[config.mk]
export PLATFORM = sky130hd
export DESIGN_NAME = id_ex_stage
export DESIGN_NICKNAME = d
export VERILOG_FILES = /design/src/rtl/pipe_pkg.sv /design/src/rtl/fwd_select.sv /design/src/rtl/id_ex_stage.sv
export SDC_FILE = /design/constraint.sdc
export NUM_CORES = 1
export LEC_CHECK = 0
export CAP_MARGIN = 40
export CORE_ASPECT_RATIO = 0.8
export CORE_UTILIZATION = 40
export DETAILED_ROUTE_END_ITERATION = 16
export DONT_BUFFER_PORTS = 1
export PLACE_DENSITY = 0.51
export SLEW_MARGIN = 30
export SYNTH_ARGS = -nofsm -noshare
export SYNTH_HDL_FRONTEND = slang
export SYNTH_HIERARCHICAL = 1
export SYNTH_SLANG_ARGS = --single-unit
[constraint.sdc]
create_clock -name clk_i -period 5.24 [get_ports clk_i]
set_input_delay 0.786 -clock clk_i [delete_from_list [all_inputs] [get_ports clk_i]]
set_output_delay 0.786 -clock clk_i [all_outputs]
set_load 0.01 [all_outputs]
[src/rtl/pipe_pkg.sv]
// pipe_pkg: shared widths, forwarding select codes and control-word bit positions for the pipeline.
package pipe_pkg;
    localparam int XLEN    = 32;
    localparam int RADDR_W = 5;
    localparam int CTRL_W  = 7;
    localparam int FUNCT_W = 10;

    localparam logic [1:0] FWD_IDEX  = 2'b00;
    localparam logic [1:0] FWD_MEMWB = 2'b01;
    localparam logic [1:0] FWD_EXMEM = 2'b10;
    localparam logic [1:0] FWD_RSVD  = 2'b11;

    localparam int CTRL_REGWR    = 6;
    localparam int CTRL_MEMTOREG = 5;
    localparam int CTRL_MEMREAD  = 4;
    localparam int CTRL_MEMWRITE = 3;
    localparam int CTRL_ALUOP_HI = 2;
    localparam int CTRL_ALUOP_LO = 1;
    localparam int CTRL_ALUSRC   = 0;

    typedef struct packed {
        logic               valid;
        logic [XLEN-1:0]    rs1_data;
        logic [XLEN-1:0]    rs2_data;
        logic [XLEN-1:0]    imm;
        logic [RADDR_W-1:0] rs1_addr;
        logic [RADDR_W-1:0] rs2_addr;
        logic [RADDR_W-1:0] rd_addr;
        logic [CTRL_W-1:0]  ctrl;
        logic [FUNCT_W-1:0] funct;
    } idex_t;
endpackage

[src/rtl/fwd_select.sv]
// fwd_select: picks the EX operand source for one register address; the younger EX/MEM result wins.
module fwd_select
    import pipe_pkg::*;
(
    input  logic               valid_i,
    input  logic [RADDR_W-1:0] src_i,
    input  logic               exmem_regwr_i,
    input  logic [RADDR_W-1:0] exmem_rd_i,
    input  logic               memwb_regwr_i,
    input  logic [RADDR_W-1:0] memwb_rd_i,
    output logic [1:0]         sel_o
);
    logic exmem_hit, memwb_hit;

    // x0 is hardwired zero, so a write to it must never be forwarded
    always_comb begin
        exmem_hit = valid_i && exmem_regwr_i && exmem_rd_i != '0 && exmem_rd_i == src_i;
        memwb_hit = valid_i && memwb_regwr_i && memwb_rd_i != '0 && memwb_rd_i == src_i;
        sel_o     = exmem_hit ? FWD_EXMEM : memwb_hit ? FWD_MEMWB : FWD_IDEX;
    end
endmodule

[src/rtl/id_ex_stage.sv]
// id_ex_stage: ID/EX pipeline register with stall/flush and EX operand forwarding selects.
// Define ID_EX_FORWARD_EN to generate the selects; otherwise they are tied to 00.
module id_ex_stage
    import pipe_pkg::*;
(
    input  logic               clk_i,
    input  logic               rst_i,
    input  logic               stall_i,
    input  logic               flush_i,
    input  logic [XLEN-1:0]    rs1_data_i,
    input  logic [XLEN-1:0]    rs2_data_i,
    input  logic [XLEN-1:0]    imm_i,
    input  logic [RADDR_W-1:0] rs1_addr_i,
    input  logic [RADDR_W-1:0] rs2_addr_i,
    input  logic [RADDR_W-1:0] rd_addr_i,
    input  logic [CTRL_W-1:0]  ctrl_i,
    input  logic [FUNCT_W-1:0] funct_i,
    input  logic               exmem_regwr_i,
    input  logic [RADDR_W-1:0] exmem_rd_i,
    input  logic               memwb_regwr_i,
    input  logic [RADDR_W-1:0] memwb_rd_i,
    output logic [XLEN-1:0]    rs1_data_o,
    output logic [XLEN-1:0]    rs2_data_o,
    output logic [XLEN-1:0]    imm_o,
    output logic [RADDR_W-1:0] rs1_addr_o,
    output logic [RADDR_W-1:0] rs2_addr_o,
    output logic [RADDR_W-1:0] rd_addr_o,
    output logic [CTRL_W-1:0]  ctrl_o,
    output logic [FUNCT_W-1:0] funct_o,
    output logic               valid_o,
    output logic [1:0]         fwd_a_sel_o,
    output logic [1:0]         fwd_b_sel_o
);
    idex_t stage_d, stage_q;

    // flush beats stall so a squashed instruction can't linger in a held stage
    always_comb
        stage_d = flush_i ? '0 :
                  stall_i ? stage_q :
                  '{valid: 1'b1, rs1_data: rs1_data_i, rs2_data: rs2_data_i, imm: imm_i,
                    rs1_addr: rs1_addr_i, rs2_addr: rs2_addr_i, rd_addr: rd_addr_i,
                    ctrl: ctrl_i, funct: funct_i};

    always_ff @(posedge clk_i or posedge rst_i)
        if (rst_i) stage_q <= '0;
        else       stage_q <= stage_d;

    assign rs1_data_o = stage_q.rs1_data;
    assign rs2_data_o = stage_q.rs2_data;
    assign imm_o      = stage_q.imm;
    assign rs1_addr_o = stage_q.rs1_addr;
    assign rs2_addr_o = stage_q.rs2_addr;
    assign rd_addr_o  = stage_q.rd_addr;
    assign ctrl_o     = stage_q.ctrl;
    assign funct_o    = stage_q.funct;
    assign valid_o    = stage_q.valid;

`ifdef ID_EX_FORWARD_EN
    fwd_select u_fwd_a (
        .valid_i       (stage_q.valid),
        .src_i         (stage_q.rs1_addr),
        .exmem_regwr_i (exmem_regwr_i),
        .exmem_rd_i    (exmem_rd_i),
        .memwb_regwr_i (memwb_regwr_i),
        .memwb_rd_i    (memwb_rd_i),
        .sel_o         (fwd_a_sel_o)
    );

    fwd_select u_fwd_b (
        .valid_i       (stage_q.valid),
        .src_i         (stage_q.rs2_addr),
        .exmem_regwr_i (exmem_regwr_i),
        .exmem_rd_i    (exmem_rd_i),
        .memwb_regwr_i (memwb_regwr_i),
        .memwb_rd_i    (memwb_rd_i),
        .sel_o         (fwd_b_sel_o)
    );
`else
    logic unused_fwd;

    assign unused_fwd  = ^{exmem_regwr_i, exmem_rd_i, memwb_regwr_i, memwb_rd_i};
    assign fwd_a_sel_o = FWD_IDEX;
    assign fwd_b_sel_o = FWD_IDEX;
`endif
endmodule

# After elaboration in Yosys (flattened, before gate mapping)

Cells that the tools add are included.

$add $sub $neg: 0
$mul: 0
Div/mod/pow operators: 0
Magnitude comparators: 0
Equal/unequal tests: 1
Shift operators: 0
Multiplexer cells: 2
Bitwise operators: 0
Reductions and logical operators: 0

Operators by type and width:

| kind                                          | number |
|---|---|
| two-way mux 129 bit                           | 2 |
| != test 2 x 1 -> 1 bit, second input constant | 1 |

Register bits: 129
Latch bits: 0
Memory bits (writable): 0
ROM bits: 0
Bits of input ports: 144
Output and inout bits: 133
Logic and storage cells: 12
Memories kept: 0

# Logic depth before layout (Yosys ltp)

Word-level depth: 2
Gate-level depth with buffers: 5
Mapped depth without buffers: 2

# Least setup slack after synthesis

OpenSTA, ideal clock, no wires.

Path type: input port to flip-flop
From: in stall_i
To: reg stage_q (netlist bit ctrl_o[0])
Setup time: 0.132 ns
Data arrival time: 1.418 ns
Data required time: 5.108 ns
Slack: 3.691 ns
Stages on the path: 5
Buffers on the path: 3
Path through: buf_4 > buf_12 > buf_12 > mux2i_1 > nor2_1

Word-level cells in the longest chain between the ends: 1

Ends and longest elaborated chain:

| item                             | RTL line          | source |
|---|---|---|
| start: declaration               | id_ex_stage.sv:8  | `input logic stall_i,` |
| != test 2 x 1 -> 1 bit (no line) | -                 |  |
| end signal: assignment           | id_ex_stage.sv:46 | `else stage_q <= stage_d;` |
| end: declaration                 | id_ex_stage.sv:34 | `idex_t stage_d, stage_q;` |

No other way between the ends.
A chain may end at the register's enable or synchronous reset.

# Worst setup path in the final report

From: reg stage_q (netlist bit rs1_data_o[3])
To: out rs1_data_o[3]

RTL lines:

| item             | RTL line          | source |
|---|---|---|
| end: declaration | id_ex_stage.sv:22 | `output logic [XLEN-1:0] rs1_data_o,` |

No word-level cell between the ends.

==> run summary <==
Max Clock Skew = 0 ps
Pleak = 3.04 nW
H-Tree Depth = 4
Worst Path Max Fanout = 2
cts hold-fix bufs = 0
Reg clk slew, reported paths = 60 ps
First-pass DRT Iterations = 4
placed wire-length estimate = 7080 um
WL final = 11100 um
startpoint type of the worst setup path = register
I/O Buffers = 0
Die X-Extent = 131 um
distinct cell type count after synthesis = 12
Skew-Pair Late Insertion Delay = 400 ps
Tmin final = 1620 ps
Mapped Cells = 422
top-level I/O count = 277
Overflow after GRT = 0
CTS buffer count = 17
antenna-violating nets left = 0
Die Ht = 105 um
Setup TNS Final = 0 ps
max-slew violations = 0
Sink Count = 129
initial antenna violation count = 0
Yosys top cell area share = 60.3%
sequential element share of the synthesized area = 60.3%
clk root buf = clkbuf_16
Worst R2R Path Depth = 2
post_cts resized = 0
Max Clk Rate = 0.618 GHz
Nets = 556
largest area contributor in the netlist = dfrtp_1
synth warn = 6
Core Region = 13000 um^2
crit end category = output port
R2R Setup Slk = 4460 ps
TritonCTS clock tree = done
peak supply drop = 0.195 mV
Power Density = 422 nW/um^2
Die ar. = 13900 um^2
data arrival time of the worst path = 830 ps
max-cap violations = 0
status = complete, no violations
vias per cell = 5.00
P&R area growth vs syn = 9.82%
Setup Buffers After CTS = 0
synthesized cell area = 5350 um^2
Worst Hold Class = primary input to asynchronous set/reset pin
vias in the first global route = 3123
DR iter-0 viols = 138
Final Setup Violations = 0
Yosys reg bits = 129
total power = 0.00248 W
vias = 2999
# DRC = 0
crit share post-route = 30.9%
top post-synthesis cells by area = dfrtp_1 60%, mux2i_1 24%, nor2_1 9.0%
pin count of the biggest net entering global routing = 130
ant diodes = 0
Slew headroom = 51.8%
fillers = 1184
RSZ-0062 raised after global routing = false
Initial Util = 41.3%
Worst Setup Path Type = register to output port
clock buffer depth = 2
final hold viol count = 0
share of cells above drive strength 1 = 7.76%
area occupied by multi-input gates = 1780 um^2
Storage cell area = 3230 um^2
GPL Wtd Cong = 0.718
Worst path depth = 0
first-pass GRT wire length = 17300 um
WP data required = 4450 ps
DR WL/cell = 18.5 um
GRT Total Usage = 16.4%
syn avg cell area = 12.7 um^2
FP Rows = 37
Tightest Pin Transition = 723 ps
layout by cell type (no fill, tap or decap):
cell type / synthesis / layout
clkinvlp_4: 0 / 1
buf_4: 6 / 1
mux2i_1: 128 / 128
conb_1: 1 / 4
inv_1: 2 / 1
inv_6: 0 / 1
clkbuf_8: 0 / 1
clkinv_4: 0 / 5
clkinv_2: 0 / 3
a21oi_1: 1 / 1
bufinv_16: 0 / 4
clkbuf_1: 12 / 1
nor2_1: 128 / 128
dfrtp_1: 129 / 129
clkbuf_16: 0 / 17
through the flow:
step                      hold WS (ps)  utilization, %  setup slack, ps  instance area, um^2  std cells
after floorplan                    548               -             1010                 5360        425
after global placement             579            40.5             3050                 5250        568
after detailed placement           578            40.5             3250                 5250        568
after CTS                          387            45.3             3590                 5880        600
after global routing               410            45.3             3500                 5880        600
final                              369            45.3             3620                 5880        600
state kept, by name, indices dropped and copies added, names as in the netlist:
| register | cells |
|---|---|
| ctrl_o | 7 |
| funct_o | 10 |
| imm_o | 32 |
| rd_addr_o | 5 |
| rs1_addr_o | 5 |
| rs1_data_o | 32 |
| rs2_addr_o | 5 |
| rs2_data_o | 32 |
| valid_o | 1 |
cells by family (layout without fill, tap and decap cells):
| kind of cell | after synthesis | in the layout | share of synthesized area [%] |
|---|---|---|---|
| simple gates | 128 | 128 | 8.98 |
| buf+inv | 35 | 35 | 6.62 |
| flops | 129 | 129 | 60.3 |
| other cells | 1 | 4 | 0.0701 |
| compound gates | 1 | 1 | 0.0934 |
| mux | 128 | 128 | 23.9 |
power breakdown:
part | switching (W) | leakage (nW) | internal [W] | total (W)
Sequential | 0.0000702 | 1.71 | 0.00105 | 0.00112
Combinational | 0.0000523 | 1.02 | 0.0000584 | 0.000111
Clock | 0.000435 | 0.307 | 0.000810 | 0.00125
Total | 0.000558 | 3.04 | 0.00192 | 0.00248
path summary, 6_finish.rpt:
kind	start	to
setup / recovery	rs1_data_o[3]	rs1_data_o[3]
max in group asynchronous	rst_i	rs1_data_o[24]
min in group clk_i	flush_i	rs2_data_o[1]
hold / removal	rst_i	imm_o[22]
hold reg to reg	valid_o	valid_o
setup reg to reg	rs1_data_o[28]	rs1_data_o[28]
synth_stat cells:
| cell type | number |
|---|---|
| dfrtp_1 | 129 |
| mux2i_1 | 128 |
| nor2_1 | 128 |
| clkbuf_1 | 12 |
| buf_12 | 11 |
| buf_4 | 6 |
| buf_2 | 2 |
| inv_1 | 2 |
| a21oi_1 | 1 |
| buf_6 | 1 |
| buf_8 | 1 |
| conb_1 | 1 |
routing by layer:
layer / wire [um] / track usage [%] / share of wire, % / up-vias
met5: 0 / 0 / 0 / -
met4: 106 / 6.23 / 0.96 / 0
met3: 1050 / 7.70 / 9.5 / 10
met2: 5510 / 26.4 / 50 / 158
met1: 4430 / 19.2 / 40 / 1468
li1: - / - / - / 1363
layout make-up:
class | instances | area share, %
sequential | 129 | 54.9
clock buffer | 19 | 7.54
inverter | 2 | 0.213
multi-input combinational | 261 | 30.3
timing repair buffer | 1 | 0.128
clock inverter | 13 | 3.17
tap | 175 | 3.72
No activity file was read; power rests on OpenSTA's default activity.
